### src/rtl/mem_bus_demux_if.sv
// Valid/ready memory bus bundle between the core, mem_bus_demux and its slaves.
// The demux uses the slave modport; the core/slave environment uses master.
interface mem_bus_demux_if #(
    parameter int N_SLAVES = 4,
    parameter int ADDR_W   = 32,
    parameter int DATA_W   = 32
);
    logic                       m_valid;
    logic                       m_ready;
    logic [ADDR_W-1:0]          m_addr;
    logic [DATA_W-1:0]          m_wdata;
    logic [DATA_W/8-1:0]        m_wstrb;
    logic [DATA_W-1:0]          m_rdata;
    logic                       err;

    logic [N_SLAVES-1:0]        s_valid;
    logic [N_SLAVES-1:0]        s_ready;
    logic [ADDR_W-1:0]          s_addr;
    logic [DATA_W-1:0]          s_wdata;
    logic [DATA_W/8-1:0]        s_wstrb;
    logic [N_SLAVES*DATA_W-1:0] s_rdata;

    modport master (
        output m_valid, m_addr, m_wdata, m_wstrb, s_ready, s_rdata,
        input  m_ready, m_rdata, err, s_valid, s_addr, s_wdata, s_wstrb
    );

    modport slave (
        input  m_valid, m_addr, m_wdata, m_wstrb, s_ready, s_rdata,
        output m_ready, m_rdata, err, s_valid, s_addr, s_wdata, s_wstrb
    );
endinterface

### src/rtl/mem_bus_demux.sv
// 1-master/N-slave address decoder for the valid/ready memory bus, with error responses
// for unmapped addresses and slave timeouts plus a record of the last error.
module mem_bus_demux #(
    parameter int                         N_SLAVES  = 4,
    parameter int                         ADDR_W    = 32,
    parameter int                         DATA_W    = 32,
    parameter logic [N_SLAVES*ADDR_W-1:0] SLV_BASE  = '0,
    parameter logic [N_SLAVES*ADDR_W-1:0] SLV_MASK  = '0,
    parameter int                         TIMEOUT   = 255,
    parameter logic [DATA_W-1:0]          ERR_RDATA = DATA_W'(32'hDEADBEEF)
) (
    input  logic              clk,
    input  logic              rst,
    mem_bus_demux_if.slave    bus,
    output logic [ADDR_W-1:0] err_addr,
    output logic [15:0]       err_count
);
    localparam int SEL_W = (N_SLAVES > 1) ? $clog2(N_SLAVES) : 1;
    localparam int CNT_W = (TIMEOUT > 0) ? $clog2(TIMEOUT + 1) : 1;
    localparam logic [CNT_W-1:0] CNT_LAST = CNT_W'(TIMEOUT - 1);

    typedef enum logic [1:0] {IDLE, ACTIVE, RESP, ERR} state_t;

    state_t             state;
    logic [SEL_W-1:0]   sel;
    logic [CNT_W-1:0]   cnt;

    logic               dec_hit;
    logic [SEL_W-1:0]   dec_idx;
    logic               sel_ready;
    logic [DATA_W-1:0]  sel_rdata;
    logic [15:0]        err_count_inc;

    // Scanning from the top down lets the lowest matching window win on overlap.
    always_comb begin
        // NOTE: every signal gets a default before the loop so no path infers a latch.
        dec_hit = 1'b0;
        dec_idx = '0;
        for (int i = N_SLAVES - 1; i >= 0; i--) begin
            if ((bus.m_addr & SLV_MASK[i*ADDR_W +: ADDR_W]) == SLV_BASE[i*ADDR_W +: ADDR_W]) begin
                dec_hit = 1'b1;
                dec_idx = SEL_W'(i);
            end
        end
    end

    assign sel_ready     = bus.s_ready[sel];
    assign sel_rdata     = bus.s_rdata[int'(sel)*DATA_W +: DATA_W];
    assign err_count_inc = (err_count == 16'hFFFF) ? err_count : err_count + 16'd1;

    // NOTE: sequential state uses non-blocking (<=) so every flop sees pre-edge values.
    always_ff @(posedge clk or posedge rst) begin
        if (rst) begin
            state       <= IDLE;
            sel         <= '0;
            cnt         <= '0;
            bus.m_ready <= 1'b0;
            bus.m_rdata <= '0;
            bus.err     <= 1'b0;
            bus.s_valid <= '0;
            bus.s_addr  <= '0;
            bus.s_wdata <= '0;
            bus.s_wstrb <= '0;
            err_addr    <= '0;
            err_count   <= '0;
        end else begin
            bus.m_ready <= 1'b0;
            bus.err     <= 1'b0;
            case (state)
                IDLE: begin
                    if (bus.m_valid) begin
                        bus.s_addr  <= bus.m_addr;
                        bus.s_wdata <= bus.m_wdata;
                        bus.s_wstrb <= bus.m_wstrb;
                        if (dec_hit) begin
                            sel         <= dec_idx;
                            cnt         <= '0;
                            bus.s_valid <= N_SLAVES'(1) << dec_idx;
                            state       <= ACTIVE;
                        end else begin
                            bus.m_ready <= 1'b1;
                            bus.err     <= 1'b1;
                            bus.m_rdata <= ERR_RDATA;
                            err_addr    <= bus.m_addr;
                            err_count   <= err_count_inc;
                            state       <= ERR;
                        end
                    end
                end
                ACTIVE: begin
                    if (sel_ready) begin
                        bus.s_valid <= '0;
                        bus.m_ready <= 1'b1;
                        bus.m_rdata <= sel_rdata;
                        state       <= RESP;
                    end else if (TIMEOUT != 0 && cnt == CNT_LAST) begin
                        // Slave gave up on: drop the request and answer the master with an error.
                        bus.s_valid <= '0;
                        bus.m_ready <= 1'b1;
                        bus.err     <= 1'b1;
                        bus.m_rdata <= ERR_RDATA;
                        err_addr    <= bus.s_addr;
                        err_count   <= err_count_inc;
                        state       <= ERR;
                    end else begin
                        cnt <= cnt + 1'b1;
                    end
                end
                RESP:    state <= IDLE;
                ERR:     state <= IDLE;
                default: state <= IDLE;
            endcase
        end
    end
endmodule
### src/flat_wrapper.sv
// flat-port wrapper written by rule: the top's interface ports become plain ports
module mem_bus_demux_flat 
#(
    parameter int                         N_SLAVES  = 4,
    parameter int                         ADDR_W    = 32,
    parameter int                         DATA_W    = 32,
    parameter logic [N_SLAVES*ADDR_W-1:0] SLV_BASE  = '0,
    parameter logic [N_SLAVES*ADDR_W-1:0] SLV_MASK  = '0,
    parameter int                         TIMEOUT   = 255,
    parameter logic [DATA_W-1:0]          ERR_RDATA = DATA_W'(32'hDEADBEEF)
)
  (clk, rst, err_addr, err_count, bus_m_valid, bus_m_addr, bus_m_wdata, bus_m_wstrb, bus_s_ready, bus_s_rdata, bus_m_ready, bus_m_rdata, bus_err, bus_s_valid, bus_s_addr, bus_s_wdata, bus_s_wstrb);
  mem_bus_demux_if #(.N_SLAVES(N_SLAVES), .ADDR_W(ADDR_W), .DATA_W(DATA_W)) bus_i ();
  input  logic clk;
  input  logic rst;
  output logic [ADDR_W-1:0] err_addr;
  output logic [15:0] err_count;
  input wire logic [$bits(bus_i.m_valid)-1:0] bus_m_valid;
  input wire logic [$bits(bus_i.m_addr)-1:0] bus_m_addr;
  input wire logic [$bits(bus_i.m_wdata)-1:0] bus_m_wdata;
  input wire logic [$bits(bus_i.m_wstrb)-1:0] bus_m_wstrb;
  input wire logic [$bits(bus_i.s_ready)-1:0] bus_s_ready;
  input wire logic [$bits(bus_i.s_rdata)-1:0] bus_s_rdata;
  output wire logic [$bits(bus_i.m_ready)-1:0] bus_m_ready;
  output wire logic [$bits(bus_i.m_rdata)-1:0] bus_m_rdata;
  output wire logic [$bits(bus_i.err)-1:0] bus_err;
  output wire logic [$bits(bus_i.s_valid)-1:0] bus_s_valid;
  output wire logic [$bits(bus_i.s_addr)-1:0] bus_s_addr;
  output wire logic [$bits(bus_i.s_wdata)-1:0] bus_s_wdata;
  output wire logic [$bits(bus_i.s_wstrb)-1:0] bus_s_wstrb;
  assign bus_i.m_valid = bus_m_valid;
  assign bus_i.m_addr = bus_m_addr;
  assign bus_i.m_wdata = bus_m_wdata;
  assign bus_i.m_wstrb = bus_m_wstrb;
  assign bus_i.s_ready = bus_s_ready;
  assign bus_i.s_rdata = bus_s_rdata;
  assign bus_m_ready = bus_i.m_ready;
  assign bus_m_rdata = bus_i.m_rdata;
  assign bus_err = bus_i.err;
  assign bus_s_valid = bus_i.s_valid;
  assign bus_s_addr = bus_i.s_addr;
  assign bus_s_wdata = bus_i.s_wdata;
  assign bus_s_wstrb = bus_i.s_wstrb;
  mem_bus_demux #(.N_SLAVES(N_SLAVES), .ADDR_W(ADDR_W), .DATA_W(DATA_W), .SLV_BASE(SLV_BASE), .SLV_MASK(SLV_MASK), .TIMEOUT(TIMEOUT), .ERR_RDATA(ERR_RDATA)) u_core (.clk(clk), .rst(rst), .bus(bus_i), .err_addr(err_addr), .err_count(err_count));
endmodule
### config.mk
export PLATFORM = sky130hd
export DESIGN_NAME = mem_bus_demux_flat
export DESIGN_NICKNAME = d
export VERILOG_FILES = /design/src/rtl/mem_bus_demux_if.sv /design/src/rtl/mem_bus_demux.sv /design/src/flat_wrapper.sv
export SDC_FILE = /design/constraint.sdc
export NUM_CORES = 1
export LEC_CHECK = 0
export CAP_MARGIN = 10
export CORE_AREA = 2 2 138 140
export CTS_CLUSTER_SIZE = 30
export DETAILED_ROUTE_END_ITERATION = 7
export DIE_AREA = 0 0 140 142
export PLACE_DENSITY_LB_ADDON = 0.05
export SLEW_MARGIN = 20
export SYNTH_ARGS = -nofsm -noshare
export SYNTH_HDL_FRONTEND = slang
export SYNTH_SLANG_ARGS = --single-unit
### constraint.sdc
create_clock -name clk -period 11.4 [get_ports clk]
set_input_delay 2.28 -clock clk [delete_from_list [all_inputs] [get_ports clk]]
set_output_delay 2.28 -clock clk [all_outputs]
set_load 0.01 [all_outputs]
==> impl_results.md <==
* Post-synth top area share at 0.636
* First-pass GRT wire length at roughly 26000 um
* Clock Skews at 0.00688 ns
* Area of the core at 18500 um2
* #FFs+latches synth at approximately 160
* Tcrit/Tclk final at 0.424
* Final hold violation count at 0
* Vias in the first global route at roughly 4700
* DRC Markers at 15
* Vias at roughly 4400
* Nets@finish at around 900
* N_diodes at 0
* Total of max-cap violations at 0
* IO Port Bufs at between 200 and 300
* Die X at about 140 um
* WS Path Type: input pin to flop
* Initial Util at 0.343
* Post-CTS Hold Fix Bufs at 0
* Hold Path Class: flop to flop
* Final setup fails at 0
* Area of the mapped netlist at between 6000 and 7000 um2
* 1st-pass router iterations at 6
* Dominant cells by area after synthesis: dfrtp_1 (64%), mux2_2 (18%), a221o_1 (1.9%)
* Detail Placement HPWL at between 10000 and 15000 um
* P&R area growth vs syn at 52.9%
* Area leader, netlist: dfrtp_1
* Final Power at between 2 and 2.5 mW
* Synth Flop Type: dfrtp_1
* Initial antenna violation count at 0
* Clock Tree Buf Depth at 2
* Async SR Flop Fraction at 1.00
* CTS tree: built
* Most frequent cell after synthesis: dfrtp_1
* Mapped Avg Cell Area at between 10 and 15 um2
* EDFF count, synth at 0
* Failing checks: DRC
* Gr usage total at 0.170
* Tmin final at ~4.8 ns
* Worst-Margin Slew at just over 1 ns
* Top cells by instance count after synthesis: dfrtp_1 (161), mux2_2 (101), nand2_1 (24)
* Startpoint Class: input pin
* Finished Cell Area at between 9000 and 10000 um2
* Fmax at between 0.2 and 0.25 GHz
* CP max FO at 29
* RD Place Congestion at roughly 0.79
* Row count at 50
* Peak supply drop at between 0.1 and 0.15 mV
* Largest net degree at the start of global routing at 86
* Placed Area at 9060 um2
* PostCTS Resize Cnt at 0
* Slew headroom at 0.326
* CTS H-tree lvls at 4
* Final TNS setup at 0 ns
* Total congestion overflow at 0
* Yosys cell types at between 40 and 50
* Post-Syn Instances at ~440
* Initial DRC Count at 199
* Reg clk slew, reported paths at 0.06 ns
* CP Data Arrival Time at 5.17 ns
* Required time worst endpoint at 11.74 ns
* Endpoint type of the worst setup path: flop
* Status: finished, violations left
* Leak pwr at 4.19 nW
* Drt wl/cell at 17.4 um
* Warnings from Yosys at 0
* Unrepaired setup endpoints after global routing: false
* Die Area at between 15000 and 20000 um2
* Postcts setup bufs at 0
* Layout cells sized above 1 at 0.203
* Drt via density at approximately 4.7
* Power Density at between 200 and 250 nW/um2
* Die Height at ~140 um
* TritonCTS Sinks at 161
* Max-slew violations at 0
* Clk_lat worst skew at between 0.4 and 0.5 ns
* Total wire length at 16400 um
* Clk root buf: clkbuf_16
* IO Pins at between 300 and 400
* Total CTS buffers at 17
* Seq/Total Area, Yosys at 0.636
* Antenna viol nets, final at 0
==> power by group <==
part,switching [mW],total [mW],internal (mW),leakage [nW]
Sequential,0.103,0.845,0.743,2.02
Clock,0.224,0.601,0.377,0.303
Combinational,0.276,0.719,0.443,1.87
Total,0.603,2.17,1.56,4.19
==> through the flow <==
stage | utilization | hold WS (ns) | worst slack, ns | std cells
after floorplan | - | 0.499 | 4.77 | 445
after CTS | 0.525 | 0.493 | 6.46 | 942
final | 0.525 | 0.483 | 6.57 | 942
after global placement | 0.491 | 0.460 | 6.04 | 912
after detailed placement | 0.491 | 0.475 | 5.99 | 912
after global routing | 0.525 | 0.508 | 6.18 | 942
==> final cells by class <==
class / instances / area [um2]
clock buffers: 21 / 460
clock inverters: 9 / 156
fillers: 1562 / 8770
inverters: 7 / 32.5
multi-input cells: 253 / 2140
flip-flops and latches: 161 / 4030
well taps: 234 / 293
repair buffers: 257 / 2560
==> state kept, by name, summed over array words and instances (netlist names), 2 cells and up <==
register	flops
u_core.cnt	8
u_core.state	2
u_core.bus.s_addr	32
u_core.err_addr	32
u_core.err_count	16
u_core.bus.s_wdata	32
u_core.bus.m_rdata	32
u_core.bus.s_wstrb	4
==> metal layers <==
layer,part of all wire,GRT usage,vias to the layer above
met2,0.44,0.254,177
li1,-,-,2072
met1,0.40,0.200,2146
met4,0.018,0.0505,0
met5,0,0,-
met3,0.14,0.114,18
==> cells by family after synthesis <==
family | Yosys count | synth area share
compound gates | 46 | 0.0534
fa+ha+maj | 3 | 0.00593
simple gates | 83 | 0.0729
xor+xnor | 16 | 0.0221
other cells | 1 | 0.000592
mux | 102 | 0.181
flops | 161 | 0.636
buf+inv | 31 | 0.0277
==> placed cells by master (no fill, tap or decap), types with 4 or more instances in the layout <==
master | netlist | final
dfrtp_1 | 161 | 161
nor2_1 | 9 | 9
nand3_1 | 9 | 9
xor2_1 | 4 | 4
clkbuf_16 | 0 | 17
a22o_1 | 8 | 8
nand4_1 | 6 | 6
clkdlybuf4s50_1 | 0 | 254
o21ai_0 | 17 | 16
mux2_2 | 101 | 101
nor2b_1 | 13 | 13
a221o_1 | 12 | 12
inv_1 | 6 | 5
xnor2_1 | 12 | 12
bufinv_16 | 0 | 4
nand2_1 | 24 | 24
nor3_1 | 5 | 5
==> critical path: stages <==
cell and delay [ns]:
clkdlybuf4s50_1 0.67, nor3b_4 0.35, nand3_2 0.72, clkinv_2 0.60, nand3b_1 0.21, nor2_1 0.16, xor2_1 0.16
==> final timing paths <==
path | from | endpoint | slack, ns | depth (start not counted)
worst min-delay path | u_core.bus.m_rdata[11] | u_core.bus.m_rdata[11] | 0.48 | 2
worst max register to register | u_core.cnt[0] | u_core.err_count[12] | 8.70 | 8
min in group asynchronous | rst | u_core.bus.s_wdata[23] | 2.39 | 2
worst max-delay path | bus_s_ready[0] | u_core.err_count[12] | 6.57 | 7
max in group asynchronous | rst | u_core.bus.s_wdata[7] | 7.49 | 3
worst min register to register | u_core.bus.m_rdata[11] | u_core.bus.m_rdata[11] | 0.48 | 2
No activity file was read; power rests on OpenSTA's default activity.
